[config.mk]
export PLATFORM = sky130hd
export DESIGN_NAME = key_scan
export DESIGN_NICKNAME = d
export VERILOG_FILES = /design/src/rtl/key_scan_pkg.sv /design/src/rtl/key_sync.sv /design/src/rtl/key_scan.sv
export SDC_FILE = /design/constraint.sdc
export NUM_CORES = 1
export LEC_CHECK = 0
export CORE_MARGIN = 4
export CORE_UTILIZATION = 25
export CTS_CLUSTER_SIZE = 16
export DETAILED_ROUTE_END_ITERATION = 10
export MAX_ROUTING_LAYER = met4
export PLACE_DENSITY = 0.4
export SYNTH_ARGS = -nofsm -noshare
export SYNTH_HDL_FRONTEND = slang
export SYNTH_SLANG_ARGS = --single-unit
export TNS_END_PERCENT = 30
[constraint.sdc]
create_clock -name clk -period 3.5 [get_ports clk]
set_clock_uncertainty 0.1 [all_clocks]
set_input_delay 1.05 -clock clk [delete_from_list [all_inputs] [get_ports clk]]
set_output_delay 1.05 -clock clk [all_outputs]
set_load 0.05 [all_outputs]
[src/rtl/key_scan_pkg.sv]
// Shared definitions for the push-button scanner: FSM encoding, default timing
// constants and small key-code helpers.
package key_scan_pkg;

    typedef enum logic [2:0] {
        IDLE       = 3'd0,
        PRESS_DB   = 3'd1,
        HELD       = 3'd2,
        REPEAT     = 3'd3,
        RELEASE_DB = 3'd4
    } state_t;

    localparam int unsigned DB_CYC_DEF   = 32'd1_000_000;
    localparam int unsigned LONG_CYC_DEF = 32'd50_000_000;
    localparam int unsigned REP_CYC_DEF  = 32'd10_000_000;

    function automatic logic [3:0] onehot4(input logic [1:0] idx);
        logic [3:0] code;
        case (idx)
            2'd0:    code = 4'b0001;
            2'd1:    code = 4'b0010;
            2'd2:    code = 4'b0100;
            2'd3:    code = 4'b1000;
            default: code = 4'b0000;
        endcase
        return code;
    endfunction

    // Keys are active-low; the lowest pressed index wins a tie.
    function automatic logic [1:0] lowest_low(input logic [3:0] k);
        logic [1:0] idx;
        if (!k[0]) begin
            idx = 2'd0;
        end else if (!k[1]) begin
            idx = 2'd1;
        end else if (!k[2]) begin
            idx = 2'd2;
        end else begin
            idx = 2'd3;
        end
        return idx;
    endfunction

endpackage

[src/rtl/key_sync.sv]
// Two-stage synchronizer for asynchronous inputs; resets to all-ones so idle
// (released) buttons are seen during and straight after reset.
module key_sync #(
    parameter int WIDTH = 4
) (
    input  logic             clk,
    input  logic             rst_n,
    input  logic [WIDTH-1:0] din,
    output logic [WIDTH-1:0] dout
);

    logic [WIDTH-1:0] meta_r;
    logic [WIDTH-1:0] sync_r;

    // Synchronizer chain with active-high synchronous reset
    always_ff @(posedge clk) begin
        if (rst_n) begin
            meta_r <= {WIDTH{1'b1}};
            sync_r <= {WIDTH{1'b1}};
        end else begin
            meta_r <= din;
            sync_r <= meta_r;
        end
    end

    assign dout = sync_r;

endmodule

[src/rtl/key_scan.sv]
// Four-button scanner: debounces one key at a time and emits first-press and
// auto-repeat events as single-cycle strobes with a one-hot key code.
module key_scan
    import key_scan_pkg::*;
#(
    parameter int unsigned DB_CYC   = DB_CYC_DEF,
    parameter int unsigned LONG_CYC = LONG_CYC_DEF,
    parameter int unsigned REP_CYC  = REP_CYC_DEF
) (
    input  logic       clk,
    input  logic       rst_n,
    input  logic [3:0] key,
    output logic [3:0] dout,
    output logic       dout_vld,
    output logic       dout_rpt
);

    localparam int unsigned MAX_A   = (DB_CYC > LONG_CYC) ? DB_CYC : LONG_CYC;
    localparam int unsigned MAX_CYC = (MAX_A > REP_CYC) ? MAX_A : REP_CYC;
    localparam int          CNT_W   = $clog2(MAX_CYC + 32'd1);

    localparam logic [CNT_W-1:0] DB_LAST   = CNT_W'(DB_CYC - 32'd1);
    localparam logic [CNT_W-1:0] LONG_LAST = CNT_W'(LONG_CYC - 32'd1);
    localparam logic [CNT_W-1:0] REP_LAST  = CNT_W'(REP_CYC - 32'd1);
    localparam logic [CNT_W-1:0] CNT_ONE   = CNT_W'(32'd1);

    logic [3:0]       key_s;
    state_t           state_r, state_s;
    logic [CNT_W-1:0] cnt_r, cnt_s;
    logic [1:0]       sel_r, sel_s;
    logic             evt_s, evt_rpt_s;
    logic             evt_r, evt_rpt_r;
    logic [3:0]       dout_r;
    logic             dout_vld_r, dout_rpt_r;
    logic             sel_up_s;

    key_sync #(.WIDTH(4)) u_key_sync (
        .clk   (clk),
        .rst_n (rst_n),
        .din   (key),
        .dout  (key_s)
    );

    assign sel_up_s = key_s[sel_r];

    // Next-state, counter and event decode for the shared scan FSM
    always_comb begin
        state_s   = state_r;
        cnt_s     = cnt_r;
        sel_s     = sel_r;
        evt_s     = 1'b0;
        evt_rpt_s = 1'b0;
        case (state_r)
            IDLE: begin
                if (key_s != 4'b1111) begin
                    sel_s   = lowest_low(key_s);
                    cnt_s   = '0;
                    state_s = PRESS_DB;
                end else begin
                    state_s = IDLE;
                end
            end
            PRESS_DB: begin
                if (sel_up_s) begin
                    cnt_s   = '0;
                    state_s = IDLE;
                end else if (cnt_r == DB_LAST) begin
                    evt_s   = 1'b1;
                    cnt_s   = '0;
                    state_s = HELD;
                end else begin
                    cnt_s = cnt_r + CNT_ONE;
                end
            end
            HELD: begin
                if (sel_up_s) begin
                    cnt_s   = '0;
                    state_s = RELEASE_DB;
                end else if (cnt_r == LONG_LAST) begin
                    evt_s     = 1'b1;
                    evt_rpt_s = 1'b1;
                    cnt_s     = '0;
                    state_s   = REPEAT;
                end else begin
                    cnt_s = cnt_r + CNT_ONE;
                end
            end
            REPEAT: begin
                if (sel_up_s) begin
                    cnt_s   = '0;
                    state_s = RELEASE_DB;
                end else if (cnt_r == REP_LAST) begin
                    evt_s     = 1'b1;
                    evt_rpt_s = 1'b1;
                    cnt_s     = '0;
                end else begin
                    cnt_s = cnt_r + CNT_ONE;
                end
            end
            RELEASE_DB: begin
                // Every key, not just sel, must stay up for the full window.
                if (key_s != 4'b1111) begin
                    cnt_s = '0;
                end else if (cnt_r == DB_LAST) begin
                    cnt_s   = '0;
                    state_s = IDLE;
                end else begin
                    cnt_s = cnt_r + CNT_ONE;
                end
            end
            default: begin
                cnt_s   = '0;
                state_s = IDLE;
            end
        endcase
    end

    // State, counter, event pipeline and registered outputs
    always_ff @(posedge clk) begin
        if (rst_n) begin
            state_r    <= IDLE;
            cnt_r      <= '0;
            sel_r      <= 2'd0;
            evt_r      <= 1'b0;
            evt_rpt_r  <= 1'b0;
            dout_r     <= 4'b0000;
            dout_vld_r <= 1'b0;
            dout_rpt_r <= 1'b0;
        end else begin
            state_r    <= state_s;
            cnt_r      <= cnt_s;
            sel_r      <= sel_s;
            evt_r      <= evt_s;
            evt_rpt_r  <= evt_rpt_s;
            dout_vld_r <= evt_r;
            // sel only changes from IDLE, never the cycle after an event
            if (evt_r) begin
                dout_r     <= onehot4(sel_r);
                dout_rpt_r <= evt_rpt_r;
            end else begin
                dout_r     <= dout_r;
                dout_rpt_r <= dout_rpt_r;
            end
        end
    end

    assign dout     = dout_r;
    assign dout_vld = dout_vld_r;
    assign dout_rpt = dout_rpt_r;

endmodule

==> summary.txt <==
CP arrival: 2.82 ns
Mapped Cells: 266
Post-route ant nets: 0
Initial Util: 26.0%
Crit path time final: 2.70 ns
Tcrit/Tclk final: 77.0%
Slew of the pin with the lowest slew margin: 0.716 ns
Setup WS post-layout: 0.804 ns
DRC viols: 0
Hold buffer count at cts: 0
Synth Flop Type: dfxtp_1
P_leak: 0.883 nW
Fmax: 0.371 GHz
Met1 Use GR: 13.7%
Power per cell area: 430 nW/µm²
First-pass GRT wire length: 8850 µm
Cell Area, Synth: 2290 µm²
Layout cell share with drive strength beyond 1: 10.8%
Postcts setup bufs: 0
Worst-path clk slew: 0.09 ns
Max FO, Critical Path: 10
Setup CP Type: reg2reg
Setup TNS: 0 ns
Synth warn: 0
FP Rows: 34
Kind of end point of the critical path: flop
Total GRT Usage: 10.1%
Dpl ws: 0.793 ns
Chip Height: 104 µm
Global-route track usage on met3: 1.93%
Clk Latency, worst-skew pair: 0.30 ns
# setup viols final: 0
Setup slack, reg-to-reg: 0.80 ns
Synth async-reset ratio: 0%
IO Port Bufs: 11
RSZ-0062 raised after global routing: no
Most common cell after layout, fill and taps aside: dfxtp_1
Routability congestion estimate: 0.863
Peak supply drop: 0.209 mV
I/O pin cnt: 12
CTS resizes: 0
Number of clock sinks: 47
Grt met2 use: 14.9%
Clock root cell: clkbuf_8
Synth Register Bits: 47
Post-Syn Nets: 274
WHS Endpoint: u_key_sync.dout[1]
Worst Setup Start Kind: flop
Pre-Repair DR Iteration Count: 4
Synthesized area per cell: 8.61 µm²
Max_cap viols: 0
TritonCTS Buffers: 5
CTS tree: built
WP data required: 3.62 ns
Fill cells: 921
Pin count of the biggest net entering global routing: 27
Vias: 1880
Min-delay worst type: reg2reg
Status: finished, final reports clean
Global route overflow: 0
Reg2Reg Capture Point: cnt_r[13]
Relative slew margins: 51.8%
Detailed Route Iter0 Violations: 92
Vias in the first global route: 1808
Hold path startpoint: u_key_sync.meta_r[1]
H-Tree Depth: 2
Initial antenna violation count: 0
Fin. Hold Viols: 0
Critical R2R Launch: sel_r[1]
Reg2Reg Depth: 7
CTS max path bufs: 2
Distinct cells, synth: 52
Post-synth EDFFs: 0
Sequential share of the synthesized area: 41.1%
Hold WS: 0.319 ns
Util after Layout: 29.7%
Final nets: 284
Area Overhead vs Synth: 14.1%
ANT cells: 0
WL per Instance: 13.5 µm
Worst Hold Depth: 1
Vias per cell: 4.88
Most Used Layer, Global Route: met2
Slew Limit Fails: 0
Post-DP HPWL: 3860 µm
Most frequent cells in the layout: dfxtp_1 (47), nor2_1 (33), nand2_1 (26)
Total routed wirelength: 5180 µm
Die Wd: 104 µm
Core region area: 8810 µm²
Die area: 10800 µm²
==> report_power, final <==
group	total, W	switching, W	internal, W	leakage [nW]
combinational	0.0000901	0.0000571	0.0000330	0.438
sequential	0.000563	0.0000155	0.000547	0.381
clock	0.000471	0.000186	0.000285	0.0644
total	0.00112	0.000259	0.000865	0.883
==> critical path, stage by stage, from the launching register on <==
cell and delay (ns):
dfxtp_1 0.44, mux4_2 0.58, or3b_1 0.45, a21oi_1 0.14, a21oi_1 0.07, and2_4 0.21
or4_1 0.46, a31oi_1 0.17
==> cell families after synthesis <==
| family | after synthesis | share of synthesized area, % |
|---|---|---|
| AND/OR/NAND/NOR | 152 | 36.5 |
| flip-flops | 47 | 41.1 |
| AO/OA/AOI/OAI | 33 | 9.83 |
| XOR/XNOR | 16 | 6.12 |
| buffers and inverters | 13 | 3.55 |
| multiplexers | 3 | 1.86 |
| adder cells (fa/ha/maj) | 2 | 1.09 |
==> how the worst max path moves through the flow <==
stage	from	end	slack (ns)	depth (start not counted)
after floorplan	sel_r[1]	cnt_r[13]	0.93	8
after global placement	rst_n	cnt_r[4]	0.79	6
after detailed placement	rst_n	cnt_r[4]	0.79	6
after CTS	cnt_r[0]	cnt_r[24]	0.79	8
after global routing	cnt_r[0]	cnt_r[6]	0.55	8
final	sel_r[1]	cnt_r[13]	0.80	7
==> synth_stat cells (5+ instances only) <==
| cell | n | area share [%] |
|---|---|---|
| xnor2_1 | 5 | 1.9 |
| or2_2 | 9 | 2.5 |
| nand4_1 | 9 | 2.5 |
| nor4_1 | 7 | 1.9 |
| nor3_1 | 9 | 2.0 |
| dfxtp_1 | 47 | 41 |
| nand2_1 | 26 | 4.3 |
| a21oi_1 | 11 | 2.4 |
| nand2b_1 | 7 | 1.9 |
| xor2_1 | 11 | 4.2 |
| nor2_1 | 33 | 5.4 |
| nand3_1 | 16 | 3.5 |
==> through the flow <==
stage	instance area [µm²]	total power, W	instances
final	2610	0.00112	385
after global routing	2610	0.00117	385
after CTS	2610	0.00114	385
after detailed placement	2480	0.000667	377
after global placement	2480	0.000667	377
after floorplan	2290	0.000645	266
==> state kept, by name (all words and copies together) (netlist names) <==
| signal | cells |
|---|---|
| cnt_r | 26 |
| dout | 4 |
| dout_rpt | 1 |
| dout_vld | 1 |
| evt_r | 1 |
| evt_rpt_r | 1 |
| sel_r | 2 |
| state_r | 3 |
| u_key_sync.dout | 4 |
| u_key_sync.meta_r | 4 |
==> routing by layer <==
metal / vias up / routed length (µm)
met5: - / 0
met4: 0 / 123
met3: 10 / 125
met2: 22 / 2170
met1: 889 / 2760
li1: 959 / -
==> cell type report <==
type | instances | area, µm² | share of cell area (%)
flip-flops and latches | 47 | 941 | 36.0
well taps | 108 | 135 | 5.17
repair buffers | 12 | 118 | 4.50
multi-input cells | 206 | 1270 | 48.5
inverters | 4 | 15.0 | 0.574
clock inverters | 3 | 67.6 | 2.58
clock buffers | 5 | 68.8 | 2.63
(Power assumes the default switching activity.)
